<file path="config.mk">
export PLATFORM = sky130hd
export DESIGN_NAME = id_stage_flat
export DESIGN_NICKNAME = d
export VERILOG_FILES = /design/src/rtl/riscv_pkg.sv /design/src/rtl/id_stage_if.sv /design/src/rtl/regfile_2r1w.sv /design/src/rtl/id_stage.sv /design/src/flat_wrapper.sv
export SDC_FILE = /design/constraint.sdc
export NUM_CORES = 2
export LEC_CHECK = 0
export ABC_AREA = 1
export BUFFER_PORTS_ARGS = -buffer_cell sky130_fd_sc_hd__buf_2
export CAP_MARGIN = 25
export CORE_MARGIN = 8
export CORE_UTILIZATION = 45
export DETAILED_ROUTE_END_ITERATION = 10
export PLACE_DENSITY = 0.65
export REMOVE_ABC_BUFFERS = 1
export SLEW_MARGIN = 20
export SYNTH_ARGS = -nofsm -noshare
export SYNTH_HDL_FRONTEND = slang
export SYNTH_SLANG_ARGS = --single-unit
</file>
<file path="constraint.sdc">
create_clock -name clk -period 5.41 [get_ports clk]
set_input_delay 0.2705 -clock clk [delete_from_list [all_inputs] [get_ports clk]]
set_output_delay 0.2705 -clock clk [all_outputs]
set_load 0.01 [all_outputs]
</file>
<file path="src/rtl/riscv_pkg.sv">
// Shared RV32I decode constants: opcodes, ResultSrc/ALUOp encodings, immediate types.
package riscv_pkg;

    localparam logic [6:0] OP_LOAD   = 7'b0000011;
    localparam logic [6:0] OP_STORE  = 7'b0100011;
    localparam logic [6:0] OP_R      = 7'b0110011;
    localparam logic [6:0] OP_IMM    = 7'b0010011;
    localparam logic [6:0] OP_BRANCH = 7'b1100011;

    localparam logic [1:0] RES_ALU = 2'b00;
    localparam logic [1:0] RES_MEM = 2'b01;
    localparam logic [1:0] RES_PC4 = 2'b10;

    localparam logic [1:0] ALUOP_ADD    = 2'b00;
    localparam logic [1:0] ALUOP_BRANCH = 2'b01;
    localparam logic [1:0] ALUOP_FUNC   = 2'b10;

    // IMM_NONE covers R-type and unsupported opcodes (immediate forced to 0)
    typedef enum logic [1:0] {IMM_I, IMM_S, IMM_B, IMM_NONE} imm_src_e;

    // Sign-extended immediate for the given format; all formats extend from bit 31
    function automatic logic [31:0] imm_ext(input logic [31:0] instr, input imm_src_e src);
        logic [31:0] imm;
        imm = '0;
        case (src)
            IMM_I:   imm = {{20{instr[31]}}, instr[31:20]};
            IMM_S:   imm = {{20{instr[31]}}, instr[31:25], instr[11:7]};
            IMM_B:   imm = {{19{instr[31]}}, instr[31], instr[7], instr[30:25], instr[11:8], 1'b0};
            default: imm = '0;
        endcase
        return imm;
    endfunction

endpackage

</file>
<file path="src/rtl/id_stage_if.sv">
// Decode-stage bus: IF/ID + WB + EX-feedback inputs, ID/EX-bound outputs.
interface id_stage_if #(
    parameter int XLEN  = 32,
    parameter int CNT_W = 16
);
    logic [31:0]      Instr_D;
    logic             RegWrite_W;
    logic [4:0]       Rd_W;
    logic [XLEN-1:0]  Result_W;
    logic [1:0]       ResultSrc_E;
    logic [4:0]       Rd_E;
    logic             PCSrc_E;

    logic [XLEN-1:0]  RD1_D;
    logic [XLEN-1:0]  RD2_D;
    logic [31:0]      ImmExt_D;
    logic [4:0]       Rd_D;
    logic [4:0]       Rs1_D;
    logic [4:0]       Rs2_D;
    logic [2:0]       Funct3_D;
    logic             Funct7_5_D;
    logic [1:0]       ALUOp_D;
    logic [1:0]       ResultSrc_D;
    logic             ALUSrc_D;
    logic             MemWrite_D;
    logic             RegWrite_D;
    logic             Branch_D;
    logic             IllegalInstr_D;
    logic             StallF;
    logic             StallD;
    logic             FlushD;
    logic             FlushE;
    logic [CNT_W-1:0] StallCnt;

    modport master (
        output Instr_D, RegWrite_W, Rd_W, Result_W, ResultSrc_E, Rd_E, PCSrc_E,
        input  RD1_D, RD2_D, ImmExt_D, Rd_D, Rs1_D, Rs2_D, Funct3_D, Funct7_5_D,
               ALUOp_D, ResultSrc_D, ALUSrc_D, MemWrite_D, RegWrite_D, Branch_D,
               IllegalInstr_D, StallF, StallD, FlushD, FlushE, StallCnt
    );

    modport slave (
        input  Instr_D, RegWrite_W, Rd_W, Result_W, ResultSrc_E, Rd_E, PCSrc_E,
        output RD1_D, RD2_D, ImmExt_D, Rd_D, Rs1_D, Rs2_D, Funct3_D, Funct7_5_D,
               ALUOp_D, ResultSrc_D, ALUSrc_D, MemWrite_D, RegWrite_D, Branch_D,
               IllegalInstr_D, StallF, StallD, FlushD, FlushE, StallCnt
    );
endinterface

</file>
<file path="src/rtl/regfile_2r1w.sv">
// 32-entry architectural register file: 2 comb read ports, 1 write port, optional WB bypass.
module regfile_2r1w #(
    parameter int XLEN      = 32,
    parameter bit BYPASS_EN = 1'b1
) (
    input  logic            clk,
    input  logic            rst,
    input  logic [4:0]      i_ra1,
    input  logic [4:0]      i_ra2,
    input  logic            i_we,
    input  logic [4:0]      i_wa,
    input  logic [XLEN-1:0] i_wd,
    output logic [XLEN-1:0] o_rd1,
    output logic [XLEN-1:0] o_rd2
);
    logic [XLEN-1:0] r_regs [32];
    logic [XLEN-1:0] w_st1;
    logic [XLEN-1:0] w_st2;

    // Storage: reset clears everything and beats a same-cycle write; x0 is never written
    always_ff @(posedge clk) begin
        if (rst) begin
            for (int i = 0; i < 32; i++) r_regs[i] <= '0;
        end else if (i_we && (i_wa != 5'd0)) begin
            r_regs[i_wa] <= i_wd;
        end
    end

    assign w_st1 = (i_ra1 == 5'd0) ? '0 : r_regs[i_ra1];
    assign w_st2 = (i_ra2 == 5'd0) ? '0 : r_regs[i_ra2];

    generate
        if (BYPASS_EN) begin : g_byp
            // WB result forwarded combinationally so ID sees it in the write cycle
            assign o_rd1 = (i_we && (i_wa == i_ra1) && (i_ra1 != 5'd0)) ? i_wd : w_st1;
            assign o_rd2 = (i_we && (i_wa == i_ra2) && (i_ra2 != 5'd0)) ? i_wd : w_st2;
        end else begin : g_nobyp
            assign o_rd1 = w_st1;
            assign o_rd2 = w_st2;
        end
    endgenerate
endmodule

</file>
<file path="src/rtl/id_stage.sv">
// RV32I Instruction Decode stage: regfile, control decode, immediate, hazard unit, stall counter.
module id_stage
    import riscv_pkg::*;
#(
    parameter int XLEN      = 32,
    parameter bit BYPASS_EN = 1'b1,
    parameter int CNT_W     = 16
) (
    input logic       clk,
    input logic       rst,
    id_stage_if.slave io_bus
);
    logic [6:0]       w_op;
    logic [4:0]       w_rs1;
    logic [4:0]       w_rs2;
    imm_src_e         w_imm_src;
    logic [1:0]       w_aluop;
    logic [1:0]       w_ressrc;
    logic             w_alusrc;
    logic             w_memwr;
    logic             w_regwr;
    logic             w_branch;
    logic             w_illegal;
    logic             w_use_rs2;
    logic             w_lu;
    logic             w_stall;
    logic [CNT_W-1:0] r_cnt;

    assign w_op  = io_bus.Instr_D[6:0];
    assign w_rs1 = io_bus.Instr_D[19:15];
    assign w_rs2 = io_bus.Instr_D[24:20];

    regfile_2r1w #(.XLEN(XLEN), .BYPASS_EN(BYPASS_EN)) u_rf (
        .clk   (clk),
        .rst   (rst),
        .i_ra1 (w_rs1),
        .i_ra2 (w_rs2),
        .i_we  (io_bus.RegWrite_W),
        .i_wa  (io_bus.Rd_W),
        .i_wd  (io_bus.Result_W),
        .o_rd1 (io_bus.RD1_D),
        .o_rd2 (io_bus.RD2_D)
    );

    // Main decoder: opcode -> control; anything unsupported is flagged illegal with control 0
    always_comb begin
        w_imm_src = IMM_NONE;
        w_aluop   = ALUOP_ADD;
        w_ressrc  = RES_ALU;
        w_alusrc  = 1'b0;
        w_memwr   = 1'b0;
        w_regwr   = 1'b0;
        w_branch  = 1'b0;
        w_illegal = 1'b0;
        case (w_op)
            OP_LOAD: begin
                w_regwr = 1'b1; w_alusrc = 1'b1; w_ressrc = RES_MEM; w_imm_src = IMM_I;
            end
            OP_STORE: begin
                w_memwr = 1'b1; w_alusrc = 1'b1; w_imm_src = IMM_S;
            end
            OP_R: begin
                w_regwr = 1'b1; w_aluop = ALUOP_FUNC;
            end
            OP_IMM: begin
                w_regwr = 1'b1; w_alusrc = 1'b1; w_aluop = ALUOP_FUNC; w_imm_src = IMM_I;
            end
            OP_BRANCH: begin
                w_branch = 1'b1; w_aluop = ALUOP_BRANCH; w_imm_src = IMM_B;
            end
            default: w_illegal = 1'b1;
        endcase
    end

    assign io_bus.ImmExt_D       = imm_ext(io_bus.Instr_D, w_imm_src);
    assign io_bus.Rd_D           = io_bus.Instr_D[11:7];
    assign io_bus.Rs1_D          = w_rs1;
    assign io_bus.Rs2_D          = w_rs2;
    assign io_bus.Funct3_D       = io_bus.Instr_D[14:12];
    assign io_bus.Funct7_5_D     = io_bus.Instr_D[30];
    assign io_bus.ALUOp_D        = w_aluop;
    assign io_bus.ResultSrc_D    = w_ressrc;
    assign io_bus.ALUSrc_D       = w_alusrc;
    assign io_bus.MemWrite_D     = w_memwr;
    assign io_bus.RegWrite_D     = w_regwr;
    assign io_bus.Branch_D       = w_branch;
    assign io_bus.IllegalInstr_D = w_illegal;

    // rs2 only counts as a source for formats that actually read it (I-type bits 24:20 are imm)
    assign w_use_rs2 = (w_op == OP_R) || (w_op == OP_STORE) || (w_op == OP_BRANCH);
    assign w_lu = (io_bus.ResultSrc_E == RES_MEM) && (io_bus.Rd_E != 5'd0) &&
                  ((io_bus.Rd_E == w_rs1) || (w_use_rs2 && (io_bus.Rd_E == w_rs2)));

    // A taken branch makes the decoding instruction wrong-path, so flush beats stall
    assign w_stall       = !rst && w_lu && !io_bus.PCSrc_E;
    assign io_bus.StallF = w_stall;
    assign io_bus.StallD = w_stall;
    assign io_bus.FlushD = !rst && io_bus.PCSrc_E;
    assign io_bus.FlushE = !rst && (w_lu || io_bus.PCSrc_E);

    // Saturating count of load-use stall cycles
    always_ff @(posedge clk) begin
        if (rst) begin
            r_cnt <= '0;
        end else if (w_stall && (r_cnt != {CNT_W{1'b1}})) begin
            r_cnt <= r_cnt + CNT_W'(1);
        end
    end

    assign io_bus.StallCnt = r_cnt;
endmodule

</file>
<file path="src/flat_wrapper.sv">
// flat-port wrapper written by rule: the top's interface ports become plain ports
module id_stage_flat import riscv_pkg::*;
#(
    parameter int XLEN      = 32,
    parameter bit BYPASS_EN = 1'b1,
    parameter int CNT_W     = 16
)
  (clk, rst, io_bus_Instr_D, io_bus_RegWrite_W, io_bus_Rd_W, io_bus_Result_W, io_bus_ResultSrc_E, io_bus_Rd_E, io_bus_PCSrc_E, io_bus_RD1_D, io_bus_RD2_D, io_bus_ImmExt_D, io_bus_Rd_D, io_bus_Rs1_D, io_bus_Rs2_D, io_bus_Funct3_D, io_bus_Funct7_5_D, io_bus_ALUOp_D, io_bus_ResultSrc_D, io_bus_ALUSrc_D, io_bus_MemWrite_D, io_bus_RegWrite_D, io_bus_Branch_D, io_bus_IllegalInstr_D, io_bus_StallF, io_bus_StallD, io_bus_FlushD, io_bus_FlushE, io_bus_StallCnt);
  id_stage_if #(.XLEN(XLEN), .CNT_W(CNT_W)) io_bus_i ();
  input logic clk;
  input logic rst;
  input wire logic [$bits(io_bus_i.Instr_D)-1:0] io_bus_Instr_D;
  input wire logic [$bits(io_bus_i.RegWrite_W)-1:0] io_bus_RegWrite_W;
  input wire logic [$bits(io_bus_i.Rd_W)-1:0] io_bus_Rd_W;
  input wire logic [$bits(io_bus_i.Result_W)-1:0] io_bus_Result_W;
  input wire logic [$bits(io_bus_i.ResultSrc_E)-1:0] io_bus_ResultSrc_E;
  input wire logic [$bits(io_bus_i.Rd_E)-1:0] io_bus_Rd_E;
  input wire logic [$bits(io_bus_i.PCSrc_E)-1:0] io_bus_PCSrc_E;
  output wire logic [$bits(io_bus_i.RD1_D)-1:0] io_bus_RD1_D;
  output wire logic [$bits(io_bus_i.RD2_D)-1:0] io_bus_RD2_D;
  output wire logic [$bits(io_bus_i.ImmExt_D)-1:0] io_bus_ImmExt_D;
  output wire logic [$bits(io_bus_i.Rd_D)-1:0] io_bus_Rd_D;
  output wire logic [$bits(io_bus_i.Rs1_D)-1:0] io_bus_Rs1_D;
  output wire logic [$bits(io_bus_i.Rs2_D)-1:0] io_bus_Rs2_D;
  output wire logic [$bits(io_bus_i.Funct3_D)-1:0] io_bus_Funct3_D;
  output wire logic [$bits(io_bus_i.Funct7_5_D)-1:0] io_bus_Funct7_5_D;
  output wire logic [$bits(io_bus_i.ALUOp_D)-1:0] io_bus_ALUOp_D;
  output wire logic [$bits(io_bus_i.ResultSrc_D)-1:0] io_bus_ResultSrc_D;
  output wire logic [$bits(io_bus_i.ALUSrc_D)-1:0] io_bus_ALUSrc_D;
  output wire logic [$bits(io_bus_i.MemWrite_D)-1:0] io_bus_MemWrite_D;
  output wire logic [$bits(io_bus_i.RegWrite_D)-1:0] io_bus_RegWrite_D;
  output wire logic [$bits(io_bus_i.Branch_D)-1:0] io_bus_Branch_D;
  output wire logic [$bits(io_bus_i.IllegalInstr_D)-1:0] io_bus_IllegalInstr_D;
  output wire logic [$bits(io_bus_i.StallF)-1:0] io_bus_StallF;
  output wire logic [$bits(io_bus_i.StallD)-1:0] io_bus_StallD;
  output wire logic [$bits(io_bus_i.FlushD)-1:0] io_bus_FlushD;
  output wire logic [$bits(io_bus_i.FlushE)-1:0] io_bus_FlushE;
  output wire logic [$bits(io_bus_i.StallCnt)-1:0] io_bus_StallCnt;
  assign io_bus_i.Instr_D = io_bus_Instr_D;
  assign io_bus_i.RegWrite_W = io_bus_RegWrite_W;
  assign io_bus_i.Rd_W = io_bus_Rd_W;
  assign io_bus_i.Result_W = io_bus_Result_W;
  assign io_bus_i.ResultSrc_E = io_bus_ResultSrc_E;
  assign io_bus_i.Rd_E = io_bus_Rd_E;
  assign io_bus_i.PCSrc_E = io_bus_PCSrc_E;
  assign io_bus_RD1_D = io_bus_i.RD1_D;
  assign io_bus_RD2_D = io_bus_i.RD2_D;
  assign io_bus_ImmExt_D = io_bus_i.ImmExt_D;
  assign io_bus_Rd_D = io_bus_i.Rd_D;
  assign io_bus_Rs1_D = io_bus_i.Rs1_D;
  assign io_bus_Rs2_D = io_bus_i.Rs2_D;
  assign io_bus_Funct3_D = io_bus_i.Funct3_D;
  assign io_bus_Funct7_5_D = io_bus_i.Funct7_5_D;
  assign io_bus_ALUOp_D = io_bus_i.ALUOp_D;
  assign io_bus_ResultSrc_D = io_bus_i.ResultSrc_D;
  assign io_bus_ALUSrc_D = io_bus_i.ALUSrc_D;
  assign io_bus_MemWrite_D = io_bus_i.MemWrite_D;
  assign io_bus_RegWrite_D = io_bus_i.RegWrite_D;
  assign io_bus_Branch_D = io_bus_i.Branch_D;
  assign io_bus_IllegalInstr_D = io_bus_i.IllegalInstr_D;
  assign io_bus_StallF = io_bus_i.StallF;
  assign io_bus_StallD = io_bus_i.StallD;
  assign io_bus_FlushD = io_bus_i.FlushD;
  assign io_bus_FlushE = io_bus_i.FlushE;
  assign io_bus_StallCnt = io_bus_i.StallCnt;
  id_stage #(.XLEN(XLEN), .BYPASS_EN(BYPASS_EN), .CNT_W(CNT_W)) u_core (.clk(clk), .rst(rst), .io_bus(io_bus_i));
endmodule
</file>
After elaboration in Yosys (flattened, before gate mapping)
Memory sizes are Yosys's and may differ from the RTL's.
Cells that the tools add are included.
{ "classes": {"addsub": 1, "n_mul": 0, "n_div": 0, "magnitude_cmp": 0, "eq_ne": 13, "shifts": 0, "muxes": 21, "n_bitwise": 0, "reduce_logical": 32} }
{ "ops": {"columns": ["cell", "count"], "rows": [
  ["2-to-1 mux 32 bit", 5],
  ["case mux 32 bit (3 select lines)", 1],
  ["OR reduction 32 bit", 1],
  ["equality test 5 bit", 4],
  ["nonzero test 5 bit", 4],
  ["adder 16 x 1 -> 16 bit, second input constant", 1],
  ["!= test 16 bit, second input constant", 1],
  ["equality test 7 x 6 -> 1 bit, second input constant", 2],
  ["logical AND 1 bit", 13],
  ["2-to-1 mux 1 bit", 12],
  ["logical NOT 5 bit", 2],
  ["equality test 7 x 2 -> 1 bit, second input constant", 1],
  ["equality test 7 x 5 -> 1 bit, second input constant", 1],
  ["equality test 7 bit, second input constant", 1],
  ["case mux 2 bit (3 select lines)", 1],
  ["OR reduction 3 bit", 2],
  ["2-to-1 mux 5 bit", 1],
  ["OR reduction 5 bit", 1],
  ["equality test 2 x 1 -> 1 bit, second input constant", 2],
  ["logical OR 1 bit", 4],
  ["case mux 2 bit (2 select lines)", 1],
  ["OR reduction 2 bit", 2],
  ["equality test 2 bit, second input constant", 1],
  ["logical NOT 1 bit", 2],
  ["logical NOT 2 bit", 1]
]} }
{ "totals": {"reg_bits": 16, "latchBits": 0, "mem_bits_rw": 1024, "romBits": 0, "input_bits": 80, "output_inout_bits": 144, "word_cells": 69, "mem_count": 1} }
{ "mem_list": {"columns": ["name", "words", "word_bits", "rd", "rd_ports_with_merged_regs", "wr", "line", "text"], "rows": [
  ["u_core.u_rf.r_regs", 32, 32, 2, 0, 32, "regfile_2r1w.sv:16", "logic [XLEN-1:0] r_regs [32];"]
]} }

Depth between registers and ports, before layout
{ "logic_depth": {"ltp_word": 9, "mapped_depth": 12, "ltp_nobuf": 11} }

Hierarchy
Synthesis repeated with hierarchy kept, for this count alone.
{ "unflattened": {"cells_unflattened": 7808, "hier_area_um2": 60111.4} }
{ "by_module_without_submodules": {"columns": ["mod", "instances", "cells_per_inst", "area_each_um2", "seq_area_each_um2"], "rows": [
  ["regfile_2r1w", 1, 7509, 58356.0, 30749.5],
  ["id_stage", 1, 299, 1755.4, 320.3]
]} }

Least setup slack after synthesis
No wires, ideal clock.
{ "synth_timing": {"path_kind": "input -> register", "start": "in io_bus_Rd_W[2]", "end": "mem u_core.u_rf.r_regs[12][0], enable pin", "setup_time_ps": 478, "arrival_ps": 1875, "required_time_ps": 4932, "path_slack_ps": 3058, "cell_stages": 10, "path_buffers": 2, "path_cell_list": "buf_2 nor3_2 nand2_1 nand3_1 inv_1 nand2_1 inv_1 nand2_1 buf_2 nand2_1"} }
{ "synth_rtl": {"columns": ["item", "line", "text"], "rows": [
  ["from (decl)", "flat_wrapper.sv:14", "input wire logic [$bits(io_bus_i.Rd_W)-1:0] io_bus_Rd_W;"],
  ["to (decl)", "regfile_2r1w.sv:16", null]
]} }

Final worst setup path
{ "layout_timing": {"start": "in io_bus_Instr_D[15]", "end": "out io_bus_RD1_D[30]"} }
{ "layout_via": {"elab_chain_cells": 4, "elab_cells_between_ends": 8, "cone_classes": "eq/ne (1); mux (2); reduce/logical (4); memory (1)"} }
{ "layout_rtl": {"columns": ["item", "line", "text"], "rows": [
  ["from (decl)", "flat_wrapper.sv:12", "input wire logic [$bits(io_bus_i.Instr_D)-1:0] io_bus_Instr_D;"],
  ["branches (longest 3 deep; another with memory read (32 x 32 bit))", null, null],
  ["2-to-1 mux 32 bit *", "regfile_2r1w.sv:35", "assign o_rd1 = (i_we && (i_wa == i_ra1) && (i_ra1 != 5'd0)) ? i_wd : w_st1;"],
  ["to (decl)", "flat_wrapper.sv:19", "output wire logic [$bits(io_bus_i.RD1_D)-1:0] io_bus_RD1_D;"]
]} }
Mark *: on every way between the ends.

==> tab_implementation.tex <==
\begin{tabular}{lr}
\hline
Metric & Value \\
\hline
\multicolumn{2}{l}{\textbf{GRT}} \\
Number of antenna violations at the first check in global routing & 3 \\
Maximum number of pins on one net before global-route repair & about 250 \\
GRT Util Overall & 0.308 \\
First-pass GRT wire length & 326,000 µm \\
GRT overflow & 0 \\
Number of global-route vias before repair & 49,300 \\
\multicolumn{2}{l}{\textbf{Synth}} \\
Total of flip-flops plus latches after synthesis & 1,040 \\
Sequential fraction of the synthesis area & 0.539 \\
Gate count after technology mapping & 6,748 \\
Distinct cell type count after synthesis & 38 \\
Syn Std Cell Area & a little under 60,000 µm² \\
Total of warnings raised by yosys & 0 \\
Average cell area after synthesis & 8.55 µm² \\
\multicolumn{2}{l}{\textbf{Route}} \\
Drt first-iter violations & approximately 9,400 \\
Detailed-route wire length per cell & between 20 and 30 µm \\
Final Routed Wirelength & 227,000 µm \\
Vias post-DR & approximately 53,000 \\
Post-route ant nets & 0 \\
Top metal layer carrying routed signals & met5 \\
\# DRC & 0 \\
Via/cell ratio & 6.38 \\
Wire length on met2 & 94,300 µm \\
Met1 Wirelength & 84,000 µm \\
Detailed-router iteration count before antenna repair & 7 \\
Met3 Routed Length & roughly 35,000 µm \\
\multicolumn{2}{l}{\textbf{Clocking}} \\
CTS resizes & 0 \\
Clock tree root driver cell & sky130\_fd\_sc\_hd\_\_clkbuf\_16 \\
\# hold bufs at CTS & 0 \\
Clock tree from TritonCTS & yes \\
TritonCTS buffer count & 112 \\
Buffers inserted during post-CTS setup optimization & 0 \\
Buffer depth of the longest clock path & 3 \\
Total clock sinks & 1,040 \\
Insertion delay of the later-clocked pin in the worst-skew pair & 0.73 ns \\
Clock transition time at the flip-flop clock pins of the worst setup and hold paths & roughly 0.060 ns \\
H-tree levels & 3 \\
\multicolumn{2}{l}{\textbf{Die}} \\
Vert. Die Dim & around 370 µm \\
Initial Util & 0.453 \\
Die outline width & roughly 370 µm \\
Die area & 140,000 µm² \\
Std cell rows & 131 \\
Number of top-level pins & between 200 and 250 \\
Core region area & 127,000 µm² \\
\multicolumn{2}{l}{\textbf{Setup path}} \\
Critical-path cell list & buf\_8 > buf\_12 > nor2\_1 > o211ai\_1 > nand3\_1 > nand3\_1 > nand3\_1 > nand2\_1 > buf\_2 \\
Startpoint-to-endpoint class of the critical path & in -> out \\
CP dominant cell by count & sky130\_fd\_sc\_hd\_\_nand3\_1 \\
Endpoint required time on the critical path & 5.14 ns \\
Critical path arrival & $\sim$3.3 ns \\
Register-to-register setup slack & about 3.6 ns \\
RR Endpoint & u\_core.io\_bus.StallCnt[15] \\
Biggest cell delay along the critical path & roughly 0.7 ns \\
Depth of the worst register-to-register path & 10 \\
Type of element launching the critical path & primary input \\
Critical-path top delay cell & sky130\_fd\_sc\_hd\_\_buf\_12 \\
Maximum net fanout on the critical path & around 250 \\
Crit path launch & io\_bus\_Instr\_D[15] \\
Worst Setup EP & io\_bus\_RD1\_D[30] \\
Sort of element at the end of the critical path & output port \\
Beginning of the worst register-to-register path & u\_core.io\_bus.StallCnt[1] \\
\multicolumn{2}{l}{\textbf{Cells and area}} \\
Most common cell after layout, fill and taps aside & sky130\_fd\_sc\_hd\_\_nor2\_1 \\
Most frequent cells in the layout & 1,304 x sky130\_fd\_sc\_hd\_\_nor2\_1, 1,024 x sky130\_fd\_sc\_hd\_\_edfxtp\_1, 726 x sky130\_fd\_sc\_hd\_\_o21ai\_0 \\
Filler Cells Inserted & between 10,000 and 15,000 \\
Area growth syn-to-layout & 9.42\% \\
Layout net count & roughly 6,700 \\
Area of the multi-input gates & $\sim$22,000 µm² \\
Final design utilization & 0.496 \\
Total area of sequential cells & 31,100 µm² \\
Fraction of layout instances using a drive strength above 1 & 0.0916 \\
\multicolumn{2}{l}{\textbf{Timing}} \\
Highest clock rate & 284 MHz \\
Final clock period utilization by the worst path & 0.650 \\
Fin Setup TNS & 0 ns \\
Slew @ Worst Pin & roughly 1.3 ns \\
Worst slew margin relative to its limit & 0.112 \\
Unrepaired setup endpoints after global routing & false \\
Setup Skew & 0.00631 ns \\
Pins over their slew limit & 0 \\
Total count of hold-check failures in the final report & 0 \\
Tmin final & about 3.5 ns \\
Total of endpoints with negative setup slack in the final report & 0 \\
\multicolumn{2}{l}{\textbf{Place}} \\
Count of input and output buffers & 216 \\
Final estimated routing congestion in global placement & just over 0.9 \\
Placed wire-length estimate & 126,000 µm \\
\multicolumn{2}{l}{\textbf{Pwr}} \\
Pwr dens & 314 nW/µm² \\
Leak & 24.3 nW \\
Peak supply drop & 0.306 mV \\
\multicolumn{2}{l}{\textbf{Worst hold path}} \\
Class of the most critical hold timing path & in -> reg \\
\multicolumn{2}{l}{\textbf{Run}} \\
Max\_cap viols & 0 \\
\multicolumn{2}{l}{\textbf{Outcome}} \\
Outcome & complete, no violations \\
\hline
\end{tabular}
## flip-flops by register name, summed over array words and instances (netlist names)
| name | cells |
|---|---|
| u_core.u_rf.r_regs | 1024 |
| u_core.io_bus.StallCnt | 16 |
## where the power goes
group / switching [W] / internal [W] / total (W)
Combinational: 0.00197 / 0.000693 / 0.00266
Sequential: 0.000187 / 0.00928 / 0.00947
Clock: 0.00334 / 0.00436 / 0.00770
Total: 0.00550 / 0.0143 / 0.0198
## metal layers
| metal | GRT usage | vias to the layer above |
|---|---|---|
| met5 | 0.00514 | - |
| met4 | 0.160 | 2 |
| met3 | 0.0936 | 853 |
| met2 | 0.449 | 4288 |
| met1 | 0.413 | 25100 |
| li1 | - | 22900 |
## critical path: cells and delay by family
family,cells,cell delay (ns)
AOI/OAI and AO/OA,1,0.48
buffers and inverters,3,1.30
and+or+nand+nor,5,0.73
## cells in the mapped netlist, drive strengths merged
master,instances,share of area
o2111ai,2,0.00030
nand2,721,0.047
clkbuf,322,0.021
conb,1,0.000065
ha,1,0.00022
o22ai,12,0.0013
a21oi,461,0.040
dfxtp,16,0.0056
a32o,1,0.00017
inv,510,0.033
nand3,636,0.055
or2,1,0.00011
nand4,23,0.0026
xnor2,9,0.0014
a21boi,1,0.00013
buf,367,0.036
o211ai,473,0.062
o21bai,2,0.00039
nor2,1309,0.085
xor2,4,0.00061
o21ai,825,0.072
nor3,11,0.0011
nand3b,14,0.0018
edfxtp,1024,0.53
clkinv,2,0.00013
## metrics by stage
stage	cell area, µm²	hold WS (ns)	total power (W)	worst slack, ns	instances
after detailed placement	59400	0.523	0.0122	2.07	8109
final	63100	0.0377	0.0198	1.89	8322
after global routing	63100	0.0483	0.0203	1.84	8319
after global placement	59100	0.513	0.0121	1.91	8096
after floorplan	54500	0.383	0.0108	1.07	6091
after CTS	62900	0.00932	0.0197	2.07	8308
## layout make-up
type	count	share of cell area
flip-flops and latches	1040	0.492
multi-input cells	4539	0.344
clock buffers	136	0.0465
repair buffers	366	0.0437
well taps	1662	0.0329
inverters	512	0.0307
clock inverters	63	0.00979
diodes	4	0.000159
## kinds of logic after synthesis
group           share of synthesized area
simple gates                        0.193
flops                               0.539
buf+inv                            0.0903
xor+xnor                          0.00197
fa+ha+maj                        0.000217
compound gates                      0.175
other cells                     0.0000650
## worst min path at each step
stage / cells after the start / from / end / slack, ns
finish: 3 / io_bus_Result_W[25] / u_core.u_rf.r_regs[3][25] / 0.04
global route: 3 / io_bus_Result_W[25] / u_core.u_rf.r_regs[2][25] / 0.05
CTS: 3 / io_bus_Result_W[7] / u_core.u_rf.r_regs[3][7] / 0.009
detailed placement: 2 / u_core.io_bus.StallCnt[9] / u_core.io_bus.StallCnt[9] / 0.52
global placement: 2 / u_core.io_bus.StallCnt[15] / u_core.io_bus.StallCnt[15] / 0.51
floorplan: 0 / rst / u_core.u_rf.r_regs[0][0] / 0.38
(Power assumes the default switching activity.)
